<file path="src/rtl/alu_issue_stage.sv">
// ALU issue stage: decodes MIPS ALU-class instructions and holds them in a 2-entry skid buffer.
// Optional: define ALU_VAR_SHIFT_EN to decode sllv/srlv/srav; otherwise they decode as illegal.
module alu_issue_stage (
  input  logic        clk,
  input  logic        rst_n,
  input  logic        flush,
  input  logic        in_valid,
  output logic        in_ready,
  input  logic [31:0] instr,
  input  logic [31:0] rs_data,
  input  logic [31:0] rt_data,
  output logic        out_valid,
  input  logic        out_ready,
  output logic [3:0]  alu_control,
  output logic [31:0] opr1,
  output logic [31:0] opr2,
  output logic [4:0]  wb_addr,
  output logic        ovf_check,
  output logic        illegal
);

  typedef struct packed {
    logic [3:0]  alu_control;
    logic [31:0] opr1;
    logic [31:0] opr2;
    logic [4:0]  wb_addr;
    logic        ovf_check;
    logic        illegal;
  } bundle_t;

  bundle_t     dec_s;
  bundle_t     main_r;
  bundle_t     skid_r;
  logic        main_valid_r;
  logic        skid_valid_r;
  logic        in_fire_s;
  logic        out_fire_s;

  logic [5:0]  op_s;
  logic [5:0]  funct_s;
  logic [31:0] sext_s;
  logic [31:0] zext_s;

  assign op_s    = instr[31:26];
  assign funct_s = instr[5:0];
  assign sext_s  = {{16{instr[15]}}, instr[15:0]};
  assign zext_s  = {16'h0000, instr[15:0]};

  // Instruction decode; the defaults describe the illegal-instruction bundle.
  always_comb begin
    dec_s             = '0;
    dec_s.alu_control = 4'b0001;
    dec_s.illegal     = 1'b1;
    case (op_s)
      6'h00: begin
        case (funct_s)
          6'h20, 6'h21, 6'h22, 6'h23, 6'h24, 6'h25, 6'h26, 6'h27, 6'h2A, 6'h2B: begin
            dec_s.illegal   = 1'b0;
            dec_s.opr1      = rs_data;
            dec_s.opr2      = rt_data;
            dec_s.wb_addr   = instr[15:11];
            dec_s.ovf_check = (funct_s == 6'h20) || (funct_s == 6'h22);
            case (funct_s)
              6'h20:   dec_s.alu_control = 4'b0000;
              6'h21:   dec_s.alu_control = 4'b0001;
              6'h22:   dec_s.alu_control = 4'b0010;
              6'h23:   dec_s.alu_control = 4'b0011;
              6'h24:   dec_s.alu_control = 4'b0100;
              6'h25:   dec_s.alu_control = 4'b0101;
              6'h26:   dec_s.alu_control = 4'b0110;
              6'h27:   dec_s.alu_control = 4'b0111;
              6'h2A:   dec_s.alu_control = 4'b1010;
              default: dec_s.alu_control = 4'b1011;
            endcase
          end
          6'h00, 6'h02, 6'h03: begin
            dec_s.illegal     = 1'b0;
            dec_s.opr1        = {27'd0, instr[10:6]};
            dec_s.opr2        = rt_data;
            dec_s.wb_addr     = instr[15:11];
            dec_s.alu_control = (funct_s == 6'h00) ? 4'b1111 :
                                (funct_s == 6'h02) ? 4'b1101 : 4'b1100;
          end
`ifdef ALU_VAR_SHIFT_EN
          6'h04, 6'h06, 6'h07: begin
            dec_s.illegal     = 1'b0;
            dec_s.opr1        = {27'd0, rs_data[4:0]};
            dec_s.opr2        = rt_data;
            dec_s.wb_addr     = instr[15:11];
            dec_s.alu_control = (funct_s == 6'h04) ? 4'b1111 :
                                (funct_s == 6'h06) ? 4'b1101 : 4'b1100;
          end
`endif
          default: dec_s.illegal = 1'b1;
        endcase
      end
      6'h08, 6'h09, 6'h0A, 6'h0B, 6'h0C, 6'h0D, 6'h0E, 6'h0F: begin
        dec_s.illegal   = 1'b0;
        dec_s.opr1      = rs_data;
        dec_s.wb_addr   = instr[20:16];
        dec_s.ovf_check = (op_s == 6'h08);
        dec_s.opr2      = (op_s < 6'h0C) ? sext_s : zext_s;
        case (op_s)
          6'h08:   dec_s.alu_control = 4'b0000;
          6'h09:   dec_s.alu_control = 4'b0001;
          6'h0A:   dec_s.alu_control = 4'b1010;
          6'h0B:   dec_s.alu_control = 4'b1011;
          6'h0C:   dec_s.alu_control = 4'b0100;
          6'h0D:   dec_s.alu_control = 4'b0101;
          6'h0E:   dec_s.alu_control = 4'b0110;
          default: begin
            dec_s.alu_control = 4'b1110;
            dec_s.opr1        = 32'd0;
          end
        endcase
      end
      default: dec_s.illegal = 1'b1;
    endcase
  end

  assign in_ready   = !skid_valid_r;
  assign in_fire_s  = in_valid && !skid_valid_r;
  assign out_fire_s = main_valid_r && out_ready;

  // Main/skid storage: main drives the outputs, skid catches the bundle accepted while main stalls.
  always_ff @(posedge clk or negedge rst_n) begin
    if (!rst_n) begin
      main_valid_r <= 1'b0;
      skid_valid_r <= 1'b0;
      main_r       <= '0;
      skid_r       <= '0;
    end else if (flush) begin
      main_valid_r <= 1'b0;
      skid_valid_r <= 1'b0;
    end else if (skid_valid_r) begin
      if (out_fire_s) begin
        main_r       <= skid_r;
        skid_valid_r <= 1'b0;
      end
    end else if (in_fire_s) begin
      if (!main_valid_r || out_fire_s) begin
        main_r       <= dec_s;
        main_valid_r <= 1'b1;
      end else begin
        skid_r       <= dec_s;
        skid_valid_r <= 1'b1;
      end
    end else if (out_fire_s) begin
      main_valid_r <= 1'b0;
    end
  end

  assign out_valid   = main_valid_r;
  assign alu_control = main_r.alu_control;
  assign opr1        = main_r.opr1;
  assign opr2        = main_r.opr2;
  assign wb_addr     = main_r.wb_addr;
  assign ovf_check   = main_r.ovf_check;
  assign illegal     = main_r.illegal;

endmodule

</file>
<file path="config.mk">
export PLATFORM = sky130hd
export DESIGN_NAME = alu_issue_stage
export DESIGN_NICKNAME = d
export VERILOG_FILES = /design/src/rtl/alu_issue_stage.sv
export SDC_FILE = /design/constraint.sdc
export NUM_CORES = 1
export LEC_CHECK = 0
export BUFFER_PORTS_ARGS = -buffer_cell sky130_fd_sc_hd__buf_4
export CORE_AREA = 2 2 114 116
export CTS_BUF_LIST = sky130_fd_sc_hd__clkbuf_4 sky130_fd_sc_hd__clkbuf_8
export CTS_CLUSTER_DIAMETER = 200
export DETAILED_ROUTE_END_ITERATION = 8
export DIE_AREA = 0 0 116 118
export PLACE_DENSITY = 0.81
export SYNTH_ARGS = -nofsm -noshare
export SYNTH_HDL_FRONTEND = slang
export SYNTH_SLANG_ARGS = --single-unit
</file>
<file path="constraint.sdc">
create_clock -name clk -period 2.53 [get_ports clk]
set_clock_uncertainty 0.2 [all_clocks]
set_input_delay 0.506 -clock clk [delete_from_list [all_inputs] [get_ports clk]]
set_output_delay 0.506 -clock clk [all_outputs]
set_load 0.02 [all_outputs]
</file>
==> impl_metrics.toml <==
[setup_path]
critical_path_maximum_fanout = 31
timing.critical_path.max_delay_family = "buffers and inverters"
critical_path.cell_chain = "buf_4 > inv_1 > buf_4"
worst_path_max_delay_cell = "sky130_fd_sc_hd__dfrtp_2"
worstSetupPathType = "reg2out"
crit_path_frequent_cell = "sky130_fd_sc_hd__buf_4"
path_buf_inv = 3
startpoint_type = "flop"
critPathMaxStageDelay_ns = 0.47
cp_data_arrival_time_ns = 1.69
worstPathRequired_ns = 1.82
worst_setup_path_end_kind = "output pin"

[synth]
ys_warn_count = 0
share_of_cell_area_taken_by_muxes_after_synthesis = 0
synth-async-reset-ratio = 1.000
synthFlopType = "sky130_fd_sc_hd__dfrtp_1"
synth_top_area_share = 0.5684
synth_nets = 771
ys_seq_area_frac = 0.5684
number_of_enable_flip_flop_cells_after_synthesis = 0
synth_top_family_by_area = "compound AO/OA/AOI/OAI gates"
post_synth_inst_count = 670
synthesis.area_sq_um = 6691
synth_compound_area_frac = 0.2502
post_synth.cell_area_avg_sq_um = 9.987
synth_seq_cells = 152
synth-simple-area-share = 0.1419
synthAdderAreaFrac = 0
largest_cells_by_area_after_synthesis = "sky130_fd_sc_hd__dfrtp_1, sky130_fd_sc_hd__a21oi_1, sky130_fd_sc_hd__a22oi_1, sky130_fd_sc_hd__nand3b_1, sky130_fd_sc_hd__nor2_1"
yosysUniqueCellTypes = 37
xor_xnor_portion_of_the_synthesized_cell_area = 0
post-synth-top-area-cell = "sky130_fd_sc_hd__dfrtp_1"

[job]
cap_violations = 0

[clock_tree]
clock_latency_ns = 0.44
cts_tree = "yes"
cts-buffers-inserted = 17
cts_hold_buffers = 1
numClockSinks = 152
post_cts_resize_count = 0
cts.path.max_buffers = 2
clk_pin_slew_worst_paths_ns = 0.07
clock_tree.root_cell = "sky130_fd_sc_hd__clkbuf_8"
postCtsSetupRepairBufs = 0
htree_levels = 4

[grt]
groute.layer.met2.usage = 0.4324
grt.overflow.total = 0
grt_usage = 0.2710
grt_first_pass_wirelength_um = 29320
grt_start_max_net_pins = 59
number_of_global_route_vias_before_repair = 5941
gr-usage-met3 = 0.09114
use_met1 = 0.3539
grt_most_used_layer = "met2"
number_of_antenna_violations_at_the_first_check_in_global_routing = 0

[cells_and_area]
register_area_sq_um = 3805
number_of_antenna_cells_inserted = 0
mostFrequentLayoutCells = "sky130_fd_sc_hd__buf_4, sky130_fd_sc_hd__dfrtp_1, sky130_fd_sc_hd__a21oi_1"
layout.cells.most_common = "sky130_fd_sc_hd__buf_4"
syn2layout_area_growth_pct = 28.09
drive_gt1_frac = 0.2827
layout.filler_cells = 967
multiInputGateArea_sq_um = 2644
finish.net_count = 930
design_area_sq_um = 8571

[timing]
hold_viol_final = 0
finalCritPeriodShare = 0.9461
highest_achievable_clock_rate_ghz = 0.4178
period_minus_slack_ns = 2.394
tns_ns = 0
rsz0062_at_grt = "no"
report.final.setup_viol = 0
slew_violations = 0
worst_slew_margin_rel = 0.6325
worst_max_slew_pin_slew_ns = 0.5513

[die]
starting_density_of_the_core = 0.5390
dieHeight_um = 118
row_count = 41
number_of_top_level_pins = 178
floorplan_core_area_sq_um = 12410
die_w_um = 116
die-area_sq_um = 13690

[power_and_ir_drop]
p_per_area_nw_per_um2 = 746.2
leakage_nw = 3.740
ir_worst_vdd_mv = 0.6052

[drt]
post-route-drc-count = 0
drt_first_iter_violations = 447
routed_wire_length_per_instance_um = 17.95
vias = 5944
remaining_number_of_nets_flagged_by_the_antenna_check_after_routing = 0
routed_via_density = 5.862
route.final.wire_length_um = 18200
first_drt_pass_iteration_count = 5

[place]
gp_congestion = 0.8344
detailed_place_hpwl_um = 11960
dpl-instance-area_sq_um = 8218
port_buffers = 172

[min_path]
holdCritPathClass = "in2reg"

[outcome]
status = "complete, no violations"
[state kept, by name, summed over array words and instances (netlist names)]
signal        cells
ovf_check         1
opr1             32
out_valid         1
skid_valid_r      1
wb_addr           5
alu_control       4
opr2             32
skid_r           75
illegal           1
[report_power, final]
part | leakage, nW | switching [mW] | internal [mW]
combinational | 1.68 | 0.904 | 0.736
sequential | 1.87 | 0.252 | 2.89
clock | 0.187 | 0.849 | 0.762
total | 3.74 | 2.01 | 4.39
[cell families (layout without fill, tap and decap cells)]
group	after synthesis	count (layout)
flip-flops	152	152
buffers and inverters	60	232
AND/OR/NAND/NOR	186	186
AO/OA/AOI/OAI	272	272
[synthesized netlist by cell type (2+ instances only)]
master,n
sky130_fd_sc_hd__nor2b_1,5
sky130_fd_sc_hd__o21ai_0,49
sky130_fd_sc_hd__a21oi_1,120
sky130_fd_sc_hd__nor2_1,77
sky130_fd_sc_hd__buf_2,13
sky130_fd_sc_hd__nand3b_1,42
sky130_fd_sc_hd__a31oi_1,5
sky130_fd_sc_hd__inv_1,5
sky130_fd_sc_hd__o31ai_1,4
sky130_fd_sc_hd__a22o_1,28
sky130_fd_sc_hd__nand3_1,2
sky130_fd_sc_hd__a22oi_1,51
sky130_fd_sc_hd__a32oi_1,2
sky130_fd_sc_hd__o21a_1,2
sky130_fd_sc_hd__o21ai_2,2
sky130_fd_sc_hd__nor4_1,2
sky130_fd_sc_hd__a211oi_1,2
sky130_fd_sc_hd__clkbuf_1,34
sky130_fd_sc_hd__buf_4,6
sky130_fd_sc_hd__nand2b_1,5
sky130_fd_sc_hd__nor4_2,2
sky130_fd_sc_hd__nand2_1,34
sky130_fd_sc_hd__buf_1,2
sky130_fd_sc_hd__dfrtp_1,152
sky130_fd_sc_hd__nor3_1,9
sky130_fd_sc_hd__or3_1,4
[routing by layer]
| metal | vias to the layer above | routed length, um | share of wire |
|---|---|---|---|
| met4 | 0 | 201 | 0.011 |
| li1 | 2753 | - | - |
| met3 | 20 | 1511 | 0.083 |
| met5 | - | 0 | 0 |
| met2 | 237 | 8877 | 0.49 |
| met1 | 2934 | 7613 | 0.42 |
[area by class of cell]
class                   count  area share
multi-input cells         458      0.3085
well taps                 172     0.02511
clock inverters             9    0.005985
inverters                   5    0.002190
clock buffers              23     0.03401
repair buffers            195      0.1803
flip-flops and latches    152      0.4439
[through the flow]
step	total power, mW	setup slack [ns]	hold WS, ns	utilization	std cells
6_report	6.395	0.1363	0.06849	0.6904	1014
5_1_grt	6.733	0.07656	0.04263	0.6904	1014
4_1_cts	6.434	0.1415	0.03569	0.6904	1014
3_5_place_dp	4.820	0.1982	0.2673	0.6620	981
3_3_place_gp	4.736	0.2929	0.2616	0.6620	981
2_1_floorplan	4.026	0.4267	0.01041	-	670
[worst reg2reg max path: stages (launching register included)]
cell and delay, ns:
sky130_fd_sc_hd__dfrtp_2 0.48, sky130_fd_sc_hd__nand2b_1 0.28, sky130_fd_sc_hd__a211oi_4 0.41, sky130_fd_sc_hd__buf_4 0.42
sky130_fd_sc_hd__nand3b_1 0.12, sky130_fd_sc_hd__o21ai_0 0.13, sky130_fd_sc_hd__a21oi_1 0.08
[final timing paths]
| kind | end | startpoint | slack, ns | depth (start not counted) |
|---|---|---|---|---|
| worst max-delay path | in_ready | skid_valid_r | 0.14 | 3 |
| worst min-delay path | skid_valid_r | out_ready | 0.07 | 2 |
| worst max register to register | opr2[5] | skid_valid_r | 0.27 | 6 |
| worst min register to register | skid_r[0] | skid_r[0] | 0.29 | 2 |
| max in group asynchronous | skid_valid_r | rst_n | 1.04 | 3 |
| min in group asynchronous | opr1[30] | rst_n | 0.39 | 2 |
No activity file was read; power rests on OpenSTA's default activity.
